File: src/rtl/fetch_execute_control_if.sv
// rtl/fetch_execute_control_if.sv - memory bus between the sequencer and main memory
interface fetch_execute_control_if #(
   parameter int DATA_W = 16
);
   logic [15:0]       mem_addr;
   logic [DATA_W-1:0] mem_wdata;
   logic              mem_we;
   logic [DATA_W-1:0] mem_rdata;

   modport master (
      output mem_addr,
      output mem_wdata,
      output mem_we,
      input  mem_rdata
   );

   modport slave (
      input  mem_addr,
      input  mem_wdata,
      input  mem_we,
      output mem_rdata
   );
endinterface

File: src/rtl/fetch_execute_control.sv
// rtl/fetch_execute_control.sv - fetch/decode/execute sequencer for the accumulator machine
module fetch_execute_control #(
   parameter int                ADDR_W   = 12,
   parameter int                DATA_W   = 16,
   parameter logic [ADDR_W-1:0] RESET_PC = '0
) (
   input  logic                    clk,
   input  logic                    reset,
   input  logic                    run,
   fetch_execute_control_if.master mem,
   output logic [ADDR_W-1:0]       pc,
   output logic [DATA_W-1:0]       ac,
   output logic [DATA_W-1:0]       ir,
   output logic                    halted,
   output logic                    retire
);

   typedef enum logic [2:0] {
      S_FETCH,
      S_IR_LOAD,
      S_DECODE,
      S_READ,
      S_EXEC,
      S_WRITE,
      S_HALTED
   } state_t;

   localparam logic [3:0] OP_LOAD  = 4'h1;
   localparam logic [3:0] OP_STORE = 4'h2;
   localparam logic [3:0] OP_ADD   = 4'h3;
   localparam logic [3:0] OP_SUBT  = 4'h4;
   localparam logic [3:0] OP_HALT  = 4'h7;
   localparam logic [3:0] OP_SKIP  = 4'h8;
   localparam logic [3:0] OP_JUMP  = 4'h9;
   localparam logic [3:0] OP_CLEAR = 4'hA;

   state_t             state;
   logic [ADDR_W-1:0]  mar;
   logic [DATA_W-1:0]  mbr;
   logic [DATA_W-1:0]  mbr_next;
   logic [DATA_W-1:0]  alu_result;
   logic [ADDR_W-1:0]  addr_sel;
   logic               skip_taken;
   logic [3:0]         opcode;
   logic [ADDR_W-1:0]  operand;
   logic [3:0]         fetched_op;

   assign opcode     = ir[DATA_W-1 -: 4];
   assign operand    = ir[ADDR_W-1:0];
   assign fetched_op = mem.mem_rdata[DATA_W-1 -: 4];

   // Memory is addressed by MAR only while an operand access is in flight; otherwise it follows pc.
   assign addr_sel      = (state == S_READ || state == S_WRITE) ? mar : pc;
   assign mem.mem_addr  = 16'(addr_sel);
   assign mem.mem_wdata = ac;
   assign mem.mem_we    = (state == S_WRITE);

   // MBR captures the read word in EXEC; the ALU takes the same value so ac updates in that cycle.
   always_comb begin
      mbr_next = mbr;
      if (state == S_EXEC) begin
         mbr_next = mem.mem_rdata;
      end
   end

   // Accumulator update for the memory-operand instructions; arithmetic wraps silently.
   always_comb begin
      alu_result = ac;
      case (opcode)
         OP_LOAD: alu_result = mbr_next;
         OP_ADD:  alu_result = ac + mbr_next;
         OP_SUBT: alu_result = ac - mbr_next;
         default: alu_result = ac;
      endcase
   end

   // SKIPCOND condition select on the top two operand bits, treating ac as signed.
   always_comb begin
      skip_taken = 1'b0;
      case (operand[ADDR_W-1 -: 2])
         2'b00:   skip_taken = ac[DATA_W-1];
         2'b01:   skip_taken = (ac == '0);
         2'b10:   skip_taken = !ac[DATA_W-1] && (ac != '0);
         default: skip_taken = 1'b0;
      endcase
   end

   // Sequencer: state, architectural registers and the registered retire/halted outputs.
   always_ff @(posedge clk or posedge reset) begin
      if (reset) begin
         state  <= S_FETCH;
         pc     <= RESET_PC;
         ac     <= '0;
         ir     <= '0;
         mar    <= '0;
         mbr    <= '0;
         halted <= 1'b0;
         retire <= 1'b0;
      end else begin
         retire <= 1'b0;
         mbr    <= mbr_next;
         case (state)
            S_FETCH: begin
               if (run) begin
                  state <= S_IR_LOAD;
               end
            end
            S_IR_LOAD: begin
               ir    <= mem.mem_rdata;
               pc    <= pc + ADDR_W'(1);
               // Short instructions finish in DECODE, so announce retire one cycle ahead.
               retire <= !(fetched_op inside {OP_LOAD, OP_ADD, OP_SUBT, OP_STORE});
               state <= S_DECODE;
            end
            S_DECODE: begin
               mar <= operand;
               case (opcode)
                  OP_LOAD, OP_ADD, OP_SUBT: begin
                     state <= S_READ;
                  end
                  OP_STORE: begin
                     retire <= 1'b1;
                     state  <= S_WRITE;
                  end
                  OP_JUMP: begin
                     pc    <= operand;
                     state <= S_FETCH;
                  end
                  OP_CLEAR: begin
                     ac    <= '0;
                     state <= S_FETCH;
                  end
                  OP_SKIP: begin
                     if (skip_taken) begin
                        pc <= pc + ADDR_W'(1);
                     end
                     state <= S_FETCH;
                  end
                  OP_HALT: begin
                     halted <= 1'b1;
                     state  <= S_HALTED;
                  end
                  default: begin
                     state <= S_FETCH;
                  end
               endcase
            end
            S_READ: begin
               retire <= 1'b1;
               state  <= S_EXEC;
            end
            S_EXEC: begin
               ac    <= alu_result;
               state <= S_FETCH;
            end
            S_WRITE: begin
               state <= S_FETCH;
            end
            S_HALTED: begin
               state <= S_HALTED;
            end
            default: begin
               state <= S_FETCH;
            end
         endcase
      end
   end

endmodule

File: src/flat_wrapper.sv
// flat-port wrapper written by rule: the top's interface ports become plain ports
module fetch_execute_control_flat 
#(
   parameter int                ADDR_W   = 12,
   parameter int                DATA_W   = 16,
   parameter logic [ADDR_W-1:0] RESET_PC = '0
)
  (clk, reset, run, pc, ac, ir, halted, retire, mem_mem_addr, mem_mem_wdata, mem_mem_we, mem_mem_rdata);
  fetch_execute_control_if #(.DATA_W(DATA_W)) mem_i ();
  input  logic clk;
  input  logic reset;
  input  logic run;
  output logic [ADDR_W-1:0] pc;
  output logic [DATA_W-1:0] ac;
  output logic [DATA_W-1:0] ir;
  output logic halted;
  output logic retire;
  output wire logic [$bits(mem_i.mem_addr)-1:0] mem_mem_addr;
  output wire logic [$bits(mem_i.mem_wdata)-1:0] mem_mem_wdata;
  output wire logic [$bits(mem_i.mem_we)-1:0] mem_mem_we;
  input wire logic [$bits(mem_i.mem_rdata)-1:0] mem_mem_rdata;
  assign mem_mem_addr = mem_i.mem_addr;
  assign mem_mem_wdata = mem_i.mem_wdata;
  assign mem_mem_we = mem_i.mem_we;
  assign mem_i.mem_rdata = mem_mem_rdata;
  fetch_execute_control #(.ADDR_W(ADDR_W), .DATA_W(DATA_W), .RESET_PC(RESET_PC)) u_core (.clk(clk), .reset(reset), .run(run), .mem(mem_i), .pc(pc), .ac(ac), .ir(ir), .halted(halted), .retire(retire));
endmodule
File: config.mk
export PLATFORM = sky130hd
export DESIGN_NAME = fetch_execute_control_flat
export DESIGN_NICKNAME = d
export VERILOG_FILES = /design/src/rtl/fetch_execute_control_if.sv /design/src/rtl/fetch_execute_control.sv /design/src/flat_wrapper.sv
export SDC_FILE = /design/constraint.sdc
export NUM_CORES = 1
export LEC_CHECK = 0
export ABC_AREA = 1
export BUFFER_PORTS_ARGS = -buffer_cell sky130_fd_sc_hd__buf_2
export CAP_MARGIN = 40
export CORE_ASPECT_RATIO = 0.5
export CORE_MARGIN = 5
export CORE_UTILIZATION = 45
export DETAILED_ROUTE_END_ITERATION = 12
export PLACE_DENSITY = 0.76
export SETUP_SLACK_MARGIN = 0.05
export SKIP_CTS_REPAIR_TIMING = 1
export SLEW_MARGIN = 20
export SYNTH_ARGS = -nofsm -noshare
export SYNTH_HDL_FRONTEND = slang
export SYNTH_SLANG_ARGS = --single-unit
File: constraint.sdc
create_clock -name clk -period 3.9 [get_ports clk]
set_input_delay 0.78 -clock clk [delete_from_list [all_inputs] [get_ports clk]]
set_output_delay 0.78 -clock clk [all_outputs]
set_load 0.005 [all_outputs]
## Word-level counts from Yosys, hierarchy flattened

Cells that the tools add are included.

- Register bits: 77
- Input bits: 19
- Output and inout bits: 79

- $add $sub $neg: 3
- Equal/unequal tests: 25
- Muxes and demuxes: 14
- Reduce and logical (&&, ||, !) cells: 15

Operators with widths:

| operator | number |
|---|---|
| $pmux W12 S2 | 2 |
| $pmux W16 S3 | 1 |
| $mux W16 | 2 |
| $pmux W16 S2 | 1 |
| $mux W12 | 2 |
| $add A16 B16 Y16 | 1 |
| $eq A4 B2 Y1 const B | 4 |
| $logic_not A16 Y1 | 1 |
| $reduce_bool A16 Y1 | 1 |
| $sub A16 B16 Y16 | 1 |
| $pmux W3 S5 | 1 |
| $add A12 B1 Y12 const B | 1 |
| $eq A4 B3 Y1 const B | 3 |
| $eq A4 B4 Y1 const B | 3 |
| $eq A3 B3 Y1 const B | 3 |
| $pmux W3 S3 | 1 |
| $eq A4 B1 Y1 const B | 2 |
| $eq A3 B2 Y1 const B | 2 |
| $ne A3 B2 Y1 const B | 2 |
| $pmux W1 S3 | 2 |
| $reduce_and A3 Y1 | 2 |
| $ne A2 B2 Y1 const B | 2 |
| $ne A4 B4 Y1 const B | 1 |
| $reduce_bool A2 Y1 | 2 |
| 13 further kinds | 14 |

## Logic depth before layout (Yosys ltp)

- Depth after elaboration: 6
- Mapped depth: 24

## Worst setup path after synthesis

No wires, ideal clock.

- Kind: input -> register
- Start point: in mem_mem_rdata[0]
- End point: reg u_core.ac[8]
- Setup time: 123 ps
- Arrival: 3018 ps
- Required time: 3777 ps
- Setup slack: 759 ps
- Cell stages on the path: 14
- Path buffers: 0
- Cell sequence: inv_1 nand3_1 nand2_1 nand3_2 or2_4 o21ai_0 xor2_1 ha_1 a21oi_1 a21boi_0 o21ai_0 xor2_1 o21ai_0 nand2_1

- Word-level cells in the longest chain between the ends: 4

RTL lines:

| what | RTL line | RTL |
|---|---|---|
| start, declared | flat_wrapper.sv:21 | `input wire logic [$bits(mem_i.mem_rdata)-1:0] mem_mem_rdata;` |
| $mux W16 * | fetch_execute_control.sv:61 | `if (state == S_EXEC) begin` |
| $sub A16 B16 Y16 or $add A16 B16 Y16 (tied branches) | fetch_execute_control.sv:72, fetch_execute_control.sv:71 |  |
| $pmux W16 S3 * | fetch_execute_control.sv:69 | `case (opcode)` |
| $pmux W16 S2 * | fetch_execute_control.sv:102 | `case (state)` |
| end signal, assigned | fetch_execute_control.sv:153 | `ac <= alu_result;` |
| end, declared | fetch_execute_control.sv:12 | `output logic [DATA_W-1:0] ac,` |

Mark *: on every way between the ends. The rest lies on a longest branch, timed or not.
A chain may end at the register's enable or synchronous reset.

## Final worst setup path

- Start point: reg u_core.state[1]
- End point: reg u_core.ac[10]

- Word-level cells in the longest chain between the ends: 5

RTL lines:

| what | RTL line | RTL |
|---|---|---|
| start, declared | fetch_execute_control.sv:37 | `state_t state;` |
| start signal, assigned | fetch_execute_control.sv:91 | `state <= S_FETCH;` |
| start signal, assigned | fetch_execute_control.sv:105 | `state <= S_IR_LOAD;` |
| start signal, assigned | fetch_execute_control.sv:113 | `state <= S_DECODE;` |
| $eq A3 B3 Y1 | fetch_execute_control.sv:61, fetch_execute_control.sv:102 |  |
| $mux W16 | fetch_execute_control.sv:61 |  |
| $sub A16 B16 Y16 or $add A16 B16 Y16 (tied branches) | fetch_execute_control.sv:72, fetch_execute_control.sv:71 |  |
| $pmux W16 S3 | fetch_execute_control.sv:69 |  |
| $pmux W16 S2 | fetch_execute_control.sv:102 |  |

Several ways; a longest one is shown, not always the timed one.

==> run_results.csv <==
group,metric,value,unit
clock_tree,cts_buffers,9,
routing,detail_route.wl_per_cell,14.8,um
setup_path,r2r-start,"u_core.state[1]",
clock_tree,cts_num_sinks,77,
layout,final_area,0.00600,sq mm
hold_path,min_from,"u_core.halted",
synth,yosysTopAreaCellShare,0.374,
routing,vias_per_cell,5.19,
timing,max_freq,0.286,GHz
setup_path,cp-end-kind,"flop",
synth,yosysSeqAreaShare,0.374,
synth,synth.cell_area,0.00515,sq mm
layout,layout_common_cells,"178 x nand2_1, 93 x buf_2, 77 x dfrtp_1, 73 x inv_1, 66 x o21ai_0",
grt,grt_start_max_net_pins,34,
timing,slew_viol_final,0,
timing,setup-violations-final,0,
synth,ys_warn_count,0,
routing,drt_iter0_markers,328,
clock_tree,clock_latency,0.34,ns
timing,period_needed,3.49,ns
clock_tree,htreeDepth,3,
synth,synth_edf_count,0,
timing,fin_tns_setup,0,ns
floorplan,dieArea,0.0138,sq mm
timing,rsz0062_at_grt,"no",
setup_path,crit_arrival,3.78,ns
grt,antenna_found_initial,0,
clock_tree,clockRootBuffer,"clkbuf_16",
floorplan,coreArea,0.0111,sq mm
placed_design,place_congestion,0.964,
flow_run,maxCapViolations,0,
timing,period_share,0.896,
synth,synth_ff_type,"dfrtp_1",
synth,synthTopCellsByArea,"dfrtp_1 37%, nand2_1 13%, o21ai_0 6.4%, inv_1 5.4%, nor2_1 3.7%",
layout,final_util,0.541,
grt,grt_pass1_wl,22700,um
layout,final_common_cell,"nand2_1",
layout,areaGrowthSynthToFinish,16.4,%
layout,fin_nets,814,
synth,syn_inst,694,
power_and_ir_drop,power.leakage,3.21,nW
setup_path,worstPathMaxFanout,19,
power_and_ir_drop,power_density,1000,mW/mm^2
layout,instances_no_fill,928,
timing,hold_violations,0,
placed_design,dp_cells,909,
clock_tree,cts_tree,"built",
placed_design,placed_cell_area,0.00568,sq mm
hold_path,hp-class,"flop to flop",
setup_path,r2r_end,"u_core.ac[10]",
layout,drive_above_1_share,0.212,
setup_path,worstRegToRegCells,17,
routing,drt-pass1-iter-count,5,
grt,track_usage,0.202,
floorplan,initial_core_util,0.465,
floorplan,die_h,85.6,um
synth,yosysUniqueCellTypes,48,
setup_path,critPathRequiredTime,4.18,ns
routing,vias,4814,
synth,synth_largest_area_cell,"dfrtp_1",
grt,grt_overflow_total,0,
routing,drc,0,
layout,fillers,1045,
synth,synth-async-reset-ratio,1.00,
power_and_ir_drop,ir_drop,0.309,mV
synth,avgSynthCellArea,7.42,sq um
setup_path,worst_setup_path_start_kind,"flop",
clock_tree,clk_pin_slew,0.06,ns
floorplan,rows,27,
routing,ant_nets,0,
timing,maxSlewHeadroom,0.533,
placed_design,portBuffers,93,
clock_tree,cts_buffer_depth,2,
placed_design,hpwl,10400,um
timing,clock_skew,0.00522,ns
hold_path,hold_depth,2,
floorplan,ios,98,
outcome,outcome,"complete, no violations",
setup_path,criticalPathCategory,"flop to flop",
routing,drt_wl_total,13800,um
layout,diodes,0,
floorplan,fp.dieW,161,um
synth,synth.ff_latch_count,77,
timing,worstMarginPinSlew,0.694,ns
setup_path,regToRegSetupSlack,0.41,ns
grt,first_global_vias,4568,
hold_path,hold_end,"u_core.halted",
[flip-flops by register name, indices dropped and copies added, names as in the netlist]
signal,cells
u_core.mbr,16
u_core.ir,16
u_core.retire,1
u_core.mar,12
u_core.ac,16
u_core.state,3
u_core.halted,1
u_core.pc,12
[layout make-up]
class | count | area [sq um] | share of cell area
Timing Repair Buffer | 110 | 613 | 0.102
Clock buffer | 9 | 225 | 0.0376
Inverter | 79 | 297 | 0.0495
Sequential cell | 77 | 1930 | 0.321
Tap cell | 145 | 181 | 0.0303
Clock inverter | 6 | 63.8 | 0.0106
Multi-Input combinational cell | 502 | 2690 | 0.448
[Yosys cell counts (all sizes together) (9+ instances only)]
master / instances
a21oi: 37
dfrtp: 77
nor2: 55
xor2: 20
inv: 79
ha: 15
nor3: 11
buf: 30
clkbuf: 9
o21ai: 71
nand3: 41
nand2: 196
[where the power goes]
part	switching (mW)	internal, mW	total (mW)
logic	2.35	1.36	3.71
registers	0.323	1.16	1.49
clock network	0.341	0.492	0.833
total	3.01	3.01	6.02
[how the worst max path moves through the flow]
stage | from | end
floorplan | mem_mem_rdata[0] | u_core.ac[8]
global placement | mem_mem_rdata[0] | u_core.ac[10]
detailed placement | mem_mem_rdata[0] | u_core.ac[10]
CTS | u_core.state[2] | u_core.ac[10]
global route | u_core.state[1] | u_core.ac[15]
finish | u_core.state[1] | u_core.ac[10]
[routing by layer]
layer  up-vias  GRT usage  wire (um)
met1      2257      0.270       6470
met5         -          0          0
li1       2410          -          -
met4         0     0.0673        282
met2       126      0.327       6280
met3        21     0.0466        731
[per-stage QoR]
stage                     setup WS, ns  hold WS [ns]  power [mW]
after floorplan                  0.759         0.449        4.10
final                            0.406         0.470        6.02
after global routing            0.0396         0.512        6.56
after global placement           0.326         0.453        5.05
after CTS                        0.331         0.476        5.97
after detailed placement         0.243         0.454        5.10
[critical path, cell delays in order (launching register included)]
cell,delay (ns)
dfrtp_1,0.44
nor2_4,0.26
nand2_4,0.21
nand2_1,0.14
nand2_1,0.15
nor2_1,0.14
inv_1,0.05
a22oi_1,0.25
inv_1,0.10
fa_1,0.44
o21ai_0,0.31
a21boi_1,0.18
o21ai_0,0.31
nand2_1,0.12
a21o_1,0.17
nand3_1,0.06
nand2_1,0.06
nand2_1,0.05
[kinds of logic (layout without fill, tap and decap cells)]
family / count (synthesis) / count (layout) / share of synthesized area
AO/OA/AOI/OAI: 132 / 132 / 0.143
XOR/XNOR: 24 / 24 / 0.0408
adder cells (fa/ha/maj): 16 / 16 / 0.0403
buffers and inverters: 118 / 204 / 0.106
flip-flops: 77 / 77 / 0.374
multiplexers: 5 / 5 / 0.0107
other: 1 / 4 / 0.000728
AND/OR/NAND/NOR: 321 / 321 / 0.284
Power figures use the tool's default switching activity.
